--- src/rtl/inv_sub_bytes_seq.sv ---
// Sequential AES inverse SubBytes: one byte per 8 cycles. Each byte goes through the inverse
// affine map and is then inverted in GF(2^8) as x^254 by square-and-multiply.
module inv_sub_bytes_seq (
    input  logic         clk,
    input  logic         rst_n,
    input  logic         in_valid,
    output logic         in_ready,
    input  logic [127:0] in_state,
    output logic         out_valid,
    input  logic         out_ready,
    output logic [127:0] out_state,
    output logic         busy
);

    typedef enum logic [1:0] {StIdle, StLoad, StIter, StDone} state_e;

    state_e       state_q, state_d;
    logic [127:0] buf_q, buf_d;
    logic [127:0] out_q, out_d;
    logic [3:0]   idx_q, idx_d;
    logic [2:0]   cnt_q, cnt_d;
    logic [7:0]   x_q, x_d;
    logic [7:0]   t_q, t_d;

    logic [6:0]   boff;
    logic [7:0]   cur_byte;
    logic [7:0]   aff;
    logic [7:0]   sq;

    // GF(2^8) multiply mod x^8 + x^4 + x^3 + x + 1.
    function automatic logic [7:0] gmul(input logic [7:0] a, input logic [7:0] b);
        logic [7:0] p;
        logic [7:0] aa;
        p  = 8'h00;
        aa = a;
        for (int i = 0; i < 8; i++) begin
            if (b[i]) p = p ^ aa;
            aa = {aa[6:0], 1'b0} ^ (aa[7] ? 8'h1b : 8'h00);
        end
        return p;
    endfunction

    // a_i = b_(i+2) ^ b_(i+5) ^ b_(i+7) ^ d_i, i.e. rotate-rights by 2, 5 and 7.
    function automatic logic [7:0] inv_affine(input logic [7:0] b);
        return {b[1:0], b[7:2]} ^ {b[4:0], b[7:5]} ^ {b[6:0], b[7]} ^ 8'h05;
    endfunction

    // Byte 0 sits in the top bits, so the bit offset of byte idx is 8*(15-idx).
    assign boff     = {~idx_q, 3'b000};
    assign cur_byte = buf_q[boff +: 8];
    assign aff      = inv_affine(cur_byte);
    assign sq       = gmul(t_q, t_q);

    always_ff @(posedge clk or negedge rst_n) begin
        if (!rst_n) begin
            state_q <= StIdle;
        end else begin
            state_q <= state_d;
        end
    end

    always_comb begin
        state_d = state_q;
        unique case (state_q)
            StIdle: if (in_valid) state_d = StLoad;
            StLoad: state_d = StIter;
            StIter: if (cnt_q == 3'd6) state_d = (idx_q == 4'd15) ? StDone : StLoad;
            StDone: if (out_ready) state_d = StIdle;
            default: state_d = StIdle;
        endcase
    end

    always_comb begin
        in_ready  = (state_q == StIdle);
        out_valid = (state_q == StDone);
        busy      = (state_q == StLoad) || (state_q == StIter);
        out_state = out_q;
    end

    always_comb begin
        buf_d = buf_q;
        out_d = out_q;
        idx_d = idx_q;
        cnt_d = cnt_q;
        x_d   = x_q;
        t_d   = t_q;
        unique case (state_q)
            StIdle: begin
                if (in_valid) begin
                    buf_d = in_state;
                    idx_d = 4'd0;
                end
            end
            StLoad: begin
                x_d   = aff;
                t_d   = aff;
                cnt_d = 3'd0;
            end
            StIter: begin
                if (cnt_q == 3'd6) begin
                    out_d[boff +: 8] = sq;
                    if (idx_q != 4'd15) idx_d = idx_q + 4'd1;
                end else begin
                    // t <- t^2 * x walks the exponent 1, 3, 7, ..., 127.
                    t_d   = gmul(sq, x_q);
                    cnt_d = cnt_q + 3'd1;
                end
            end
            default: ;
        endcase
    end

    always_ff @(posedge clk or negedge rst_n) begin
        if (!rst_n) begin
            buf_q <= '0;
            out_q <= '0;
            idx_q <= '0;
            cnt_q <= '0;
            x_q   <= '0;
            t_q   <= '0;
        end else begin
            buf_q <= buf_d;
            out_q <= out_d;
            idx_q <= idx_d;
            cnt_q <= cnt_d;
            x_q   <= x_d;
            t_q   <= t_d;
        end
    end

endmodule
--- config.mk ---
export PLATFORM = sky130hd
export DESIGN_NAME = inv_sub_bytes_seq
export DESIGN_NICKNAME = d
export VERILOG_FILES = /design/src/rtl/inv_sub_bytes_seq.sv
export SDC_FILE = /design/constraint.sdc
export NUM_CORES = 1
export LEC_CHECK = 0
export ABC_AREA = 0
export CAP_MARGIN = 25
export CORE_MARGIN = 2
export CORE_UTILIZATION = 48
export DETAILED_ROUTE_END_ITERATION = 8
export GPL_TIMING_DRIVEN = 0
export PLACE_DENSITY = 0.75
export SETUP_SLACK_MARGIN = 0.05
export SYNTH_ARGS = -nofsm -noshare
export SYNTH_HDL_FRONTEND = slang
export SYNTH_SLANG_ARGS = --single-unit
export TNS_END_PERCENT = 50
--- constraint.sdc ---
create_clock -name clk -period 3 [get_ports clk]
set_input_delay 0.6 -clock clk [delete_from_list [all_inputs] [get_ports clk]]
set_output_delay 0.6 -clock clk [all_outputs]
set_load 0.05 [all_outputs]
==> results.toml, run 1 <==
[job]
max_cap_viol_count = 0

[cts]
cts_max_path_buffers = 3
cts-htree-levels = 1
insertion_delay_ns = 0.57
clk_pin_slew_worst_paths_ns = 0.07
clock-root-buffer = "clkbuf_16"
cts_buffers = 29
clock-sinks = 281
cts_tree = "yes"

[timing]
relSlewSlack = 0.460
fmax_mhz = 309
setup_viol = 8
tns_ns = -1.32
setup_ws_ns = -0.241
skew_ns = 0.0253
final_hold_viol_count = 0
rsz0062_at_grt = "yes"
min_period_over_period = 1.08
worst_pin_slew_ns = 0.806
drv_slew = 0
min_period_ns = 3.24

[worst_setup_path]
worst_setup_path_end_kind = "flop"
worst_setup_path_start_kind = "flop"
rrSetupSlack_ns = -0.24
critPathCapture = "t_q[3]$_DFFE_PN0P_"
r2r_start = "t_q[0]$_DFFE_PN0P_"
r2r_cells = 12
critPathArrivalTime_ns = 3.72
crit_type = "reg2reg"
crit_fanout = 7
worstSetupStartpoint = "t_q[0]$_DFFE_PN0P_"
r2r_end = "t_q[3]$_DFFE_PN0P_"
required_ns = 3.48

[die]
placementRows = 62
start_util = 0.490
die_y_microns = 176
io_pins = 263
core_sq_um = 28900
dieArea_sq_um = 30800
die_w_microns = 176

[yosys]
synth_area_leaders = "dfrtp_1 (50%), mux2_2 (13%), nand2_1 (4.9%)"
yosysTopAreaCell = "dfrtp_1"
yosys_warnings = 0
synth_common_cells = "dfrtp_1 (281), nand2_1 (186), mux2_2 (161)"
synth.most_common_cell = "dfrtp_1"
syn_nets = 1371
synth.distinct_cells = 62
seq_area_frac_synth = 0.498
yosysTopAreaCellShare = 0.498
synthArstFlopShare = 1.00
netlist_area_sq_um = 14100
ys.flop_type = "dfrtp_1"
syn_area_per_cell_sq_um = 11.5
ys_ff_latch = 281
synthCells = 1228
synth-edff-count = 0

[route]
route.met3.wl_microns = 3340
wl_per_cell_microns = 20.8
ant_nets = 0
drt_iter0_drc = 1047
drc_errors = 0
wl_met1_microns = 16300
via_count = 11076
finalWirelength_microns = 40700
dr.pass1.iters = 5
viasPerCell = 5.65
top_layer_used = "met4"
wl_met2_microns = 19500

[placed_design]
io_buffers = 262
hpwl_microns = 29400
place_ws_ns = -0.726
gp_congestion = 0.916

[global_routing]
track_usage = 0.262
grt_pass1_vias = 11195
antenna_found_initial = 0
overflow = 0
grt_pass1_wl_microns = 63300
grt_max_degree = 126

[layout]
final_net_count = 1695
area_delta_synth_final_pct = 35.0
antenna_cells = 0
drive_above_1_share = 0.239

[status]
violations = "setup timing"
status = "finished with violations"

[min_path]
holdCritPathClass = "in2async"
-- repair_timing --
| item | 4_1_cts | 5_1_grt |
|---|---|---|
| pin swaps | 39 | 25 |
| gates resized for setup | 69 | 77 |
| cloned | 0 | 0 |
| hold buffers | 0 | 0 |
| endpoints found under the setup margin | 145 | 125 |
| buffers inserted | 22 | 11 |
-- metrics by stage --
stage / hold slack, ns / area (sq um) / std cells / utilization
2_1_floorplan: 0.304 / 14200 / 1228 / -
3_3_place_gp: 0.461 / 17300 / 1874 / 0.598
6_report: 0.0106 / 19100 / 1959 / 0.661
4_1_cts: 0.0415 / 18800 / 1950 / 0.650
5_1_grt: 0.0749 / 19100 / 1959 / 0.661
3_5_place_dp: 0.465 / 17300 / 1876 / 0.600
-- state kept, by name, indices dropped and copies added (netlist names) --
signal     flops
x_q            8
t_q            8
idx_q          4
out_state    128
state_q        2
buf_q        128
cnt_q          3
-- cell families (layout without fill, tap and decap cells) --
logic type	Yosys count	count (layout)	synth area share
AOI/OAI and AO/OA	216	216	0.103
xor gates and xnor gates	101	101	0.0858
adders and majority gates	11	11	0.00974
buffers and inverters	96	443	0.0276
DFF	281	281	0.498
muxes	216	216	0.182
and+or+nand+nor	307	307	0.0935
-- cell usage in the layout (no fill, tap or decap), types with 11 or more instances in the layout --
cell type	netlist	layout
dfrtp_1	281	278
clkdlybuf4s50_1	0	260
nand2_1	186	179
mux2_2	161	161
o31ai_1	65	65
o21ai_0	57	54
clkbuf_1	62	48
nor2_1	55	47
mux2i_1	38	38
xnor2_1	57	37
buf_4	1	35
clkbuf_16	0	29
a21oi_1	28	28
inv_1	17	17
mux4_2	16	16
xnor2_2	5	15
xor2_1	18	14
xnor2_4	2	12
xnor3_1	14	12
a221oi_1	18	12
o21ai_1	9	12
clkbuf_2	0	11
nand3_1	15	11
-- worst max-delay path, stage by stage (launching register included) --
cell and delay (ns):
dfrtp_1 0.44, ha_4 0.28, buf_6 0.13, xnor2_4 0.19, xnor2_1 0.14, nand2_1 0.08, xnor3_2 0.48, xnor2_4 0.23
or4b_4 0.52, nand3_4 0.10, xnor2_4 0.13, xnor3_1 0.29, o21ai_1 0.16
-- worst min-delay path by stage --
| stage | startpoint | slack [ns] | depth (start not counted) | endpoint |
|---|---|---|---|---|
| floorplan | rst_n | 0.30 | 0 | buf_q[0]$_DFFE_PN0P_ |
| global placement | out_state[23]$_DFFE_PN0P_ | 0.46 | 2 | out_state[23]$_DFFE_PN0P_ |
| detailed placement | out_state[52]$_DFFE_PN0P_ | 0.46 | 2 | out_state[52]$_DFFE_PN0P_ |
| CTS | rst_n | 0.04 | 1 | out_state[121]$_DFFE_PN0P_ |
| global route | rst_n | 0.07 | 1 | out_state[121]$_DFFE_PN0P_ |
| finish | rst_n | 0.01 | 1 | out_state[121]$_DFFE_PN0P_ |
-- layer usage --
layer  GRT usage  vias up
met5           0        -
met4      0.0964        0
met3      0.0604       89
met2       0.432      501
met1       0.340     5495
li1            -     4991
-- final cells by class --
class / count / area [sq um]
Buffer: 75 / 370
Clock buffer: 36 / 792
Clock inverter: 18 / 165
Fill cell: 2204 / 9780
Inverter: 17 / 63.8
Multi-Input combinational cell: 851 / 7230
Sequential cell: 281 / 7040
Tap cell: 384 / 480
Timing Repair Buffer: 297 / 2940
Power of run 1 is left out: the tool's default activity adds up to more than one toggle a clock period on the data nets, which glitch-free logic cannot reach.
==> run 2: changes to the inputs <==
--- a/config.mk
+++ b/config.mk
@@ -9,9 +9,11 @@
 export CAP_MARGIN = 25
 export CORE_MARGIN = 2
 export CORE_UTILIZATION = 48
+export CTS_CLUSTER_SIZE = 16
 export DETAILED_ROUTE_END_ITERATION = 8
 export GPL_TIMING_DRIVEN = 0
 export PLACE_DENSITY = 0.75
+export RECOVER_POWER = 50
 export SETUP_SLACK_MARGIN = 0.05
 export SYNTH_ARGS = -nofsm -noshare
 export SYNTH_HDL_FRONTEND = slang
==> run 2 against run 1 <==
The run ends with capacitance limit, slew limit, setup timing left. Register-to-register slack barely moved. Die area unchanged. Count of clock-buffer cells in the layout did not move. Via count barely moved. Sequential cell count is the same. Clock skew is essentially flat. Global-route usage stayed put. Critical path depth is the same. Highest routed layer unchanged.
==> results.toml, run 2 (same netlist as run 1, synthesis figures left out) <==
[status]
status = "finished with violations"
violations = "capacitance limit, slew limit, setup timing"

[worst_setup_path]
path_cells = "ha_4, buf_6, xnor2_4, xnor2_1, nand2_1, xnor3_2, xnor2_4, or4b_4, nand3_4, xnor2_4, xnor3_1, o21ai_1"
critPathArrivalTime_ns = 3.72
r2r_end = "t_q[3]$_DFFE_PN0P_"
crit_type = "reg2reg"
max_stage_delay_ns = 0.52
crit_path_frequent_cell = "xnor2_4"
worst_setup_path_end_kind = "flop"
required_ns = 3.48
worst_setup_path_start_kind = "flop"
r2r_cells = 12
r2r_start = "t_q[0]$_DFFE_PN0P_"
crit_path_top_delay_cell = "or4b_4"
rrSetupSlack_ns = -0.24
crit_fanout = 7

[die]
core_sq_um = 28900
io_pins = 263
die_y_microns = 176
placementRows = 62
dieArea_sq_um = 30800
start_util = 0.490
die_w_microns = 176

[layout]
fillers = 2208
drive_above_1_share = 0.238
final_util = 0.660
fin_cells = 1959
final_net_count = 1695
area_delta_synth_final_pct = 34.9
layout_commonest_cell = "dfrtp_1"
antenna_cells = 0
final_cell_mix = "dfrtp_1 (278), clkdlybuf4s50_1 (216), nand2_1 (179)"

[min_path]
whs_endpoint = "out_state[52]$_DFFE_PN0P_"
min_path_cells = 2
hold_start = "out_state[52]$_DFFE_PN0P_"
holdCritPathClass = "reg2reg"

[route]
drt_iter0_drc = 904
finalWirelength_microns = 40600
via_count = 11066
wl_per_cell_microns = 20.7
viasPerCell = 5.65
dr.pass1.iters = 5
drc_errors = 0
ant_nets = 0

[timing]
relSlewSlack = -0.387
drv_slew = 84
skew_ns = 0.0255
final_hold_viol_count = 0
min_period_over_period = 1.08
setup_viol = 8
worst_pin_slew_ns = 2.08
rsz0062_at_grt = "yes"
fmax_mhz = 309
min_period_ns = 3.24
setup_ws_ns = -0.240

[global_routing]
track_usage = 0.262
grt_max_degree = 126
grt_pass1_vias = 11195
grt_pass1_wl_microns = 63300
antenna_found_initial = 0
overflow = 0

[placed_design]
place_ws_ns = -0.726
hpwl_microns = 29400
dp.cells = 1876
io_buffers = 262
gp_congestion = 0.916

[cts]
clock-sinks = 281
clock-root-buffer = "clkbuf_16"
cts-htree-levels = 1
cts_tree = "yes"
cts_max_path_buffers = 3
clk_pin_slew_worst_paths_ns = 0.07
cts_hold_buffers = 0
insertion_delay_ns = 0.57
cts_buffers = 29

[job]
max_cap_viol_count = 1
-- run 2: cell types whose count changed in the layout (fill, tap and decap cells not counted) --
| cell | change |
|---|---|
| nand3_1 | +1 |
| buf_8 | -1 |
| nand3_2 | -1 |
| buf_16 | -1 |
| dlygate4sd3_1 | +44 |
| buf_12 | +1 |
| clkbuf_2 | +1 |
| clkdlybuf4s50_1 | -44 |
-- run 2: per-stage QoR --
step                      hold slack (ns)  TNS (ns)  instance area [sq um]
after floorplan                     0.304    -0.471                  14200
after global placement              0.461  -2987.86                  17300
after detailed placement            0.465    -50.32                  17300
after CTS                          0.0415     -2.27                  18800
after global routing                0.493     -2.22                  19100
final                               0.471     -1.35                  19100
-- run 2: final cells by class --
cell class / instances / area (sq um) / share of cell area
Tap cell: 384 / 480 / 0.0252
Clock buffer: 36 / 792 / 0.0416
Buffer: 75 / 370 / 0.0194
Inverter: 17 / 63.8 / 0.00335
Multi-Input combinational cell: 851 / 7230 / 0.379
Sequential cell: 281 / 7040 / 0.369
Timing Repair Buffer: 297 / 2920 / 0.153
Clock inverter: 18 / 165 / 0.00867
-- run 2: timing repair --
| item | CTS | global route |
|---|---|---|
| gates resized for setup | 69 | 77 |
| setup endpoints to repair | 145 | 125 |
| pin swaps | 39 | 25 |
| setup buffers | 22 | 11 |
-- run 2: worst max-delay path by stage --
stage	startpoint	end	slack, ns
2_1_floorplan	t_q[7]$_DFFE_PN0P_	t_q[6]$_DFFE_PN0P_	-0.18
3_3_place_gp	rst_n	buf_q[9]$_DFFE_PN0P_	-10.50
3_5_place_dp	idx_q[1]$_DFFE_PN0P_	out_state[70]$_DFFE_PN0P_	-0.73
4_1_cts	t_q[7]$_DFFE_PN0P_	t_q[5]$_DFFE_PN0P_	-0.42
5_1_grt	t_q[0]$_DFFE_PN0P_	t_q[6]$_DFFE_PN0P_	-0.35
6_report	t_q[0]$_DFFE_PN0P_	t_q[3]$_DFFE_PN0P_	-0.24
-- run 2: critical path, delay by kind of cell, from the launching register on --
kind	cells	cell delay (ns)
flip-flops	1	0.44
adder cells (fa/ha/maj)	1	0.28
XOR/XNOR	6	1.46
buffers and inverters	1	0.13
AO/OA/AOI/OAI	1	0.16
AND/OR/NAND/NOR	3	0.70
-- run 2: metal layers --
layer | track usage | routed length (microns)
met4 | 0.0964 | 1490
met1 | 0.340 | 16300
met2 | 0.432 | 19500
met5 | 0 | 0
met3 | 0.0604 | 3260
Power of run 2 is left out for the same reason.
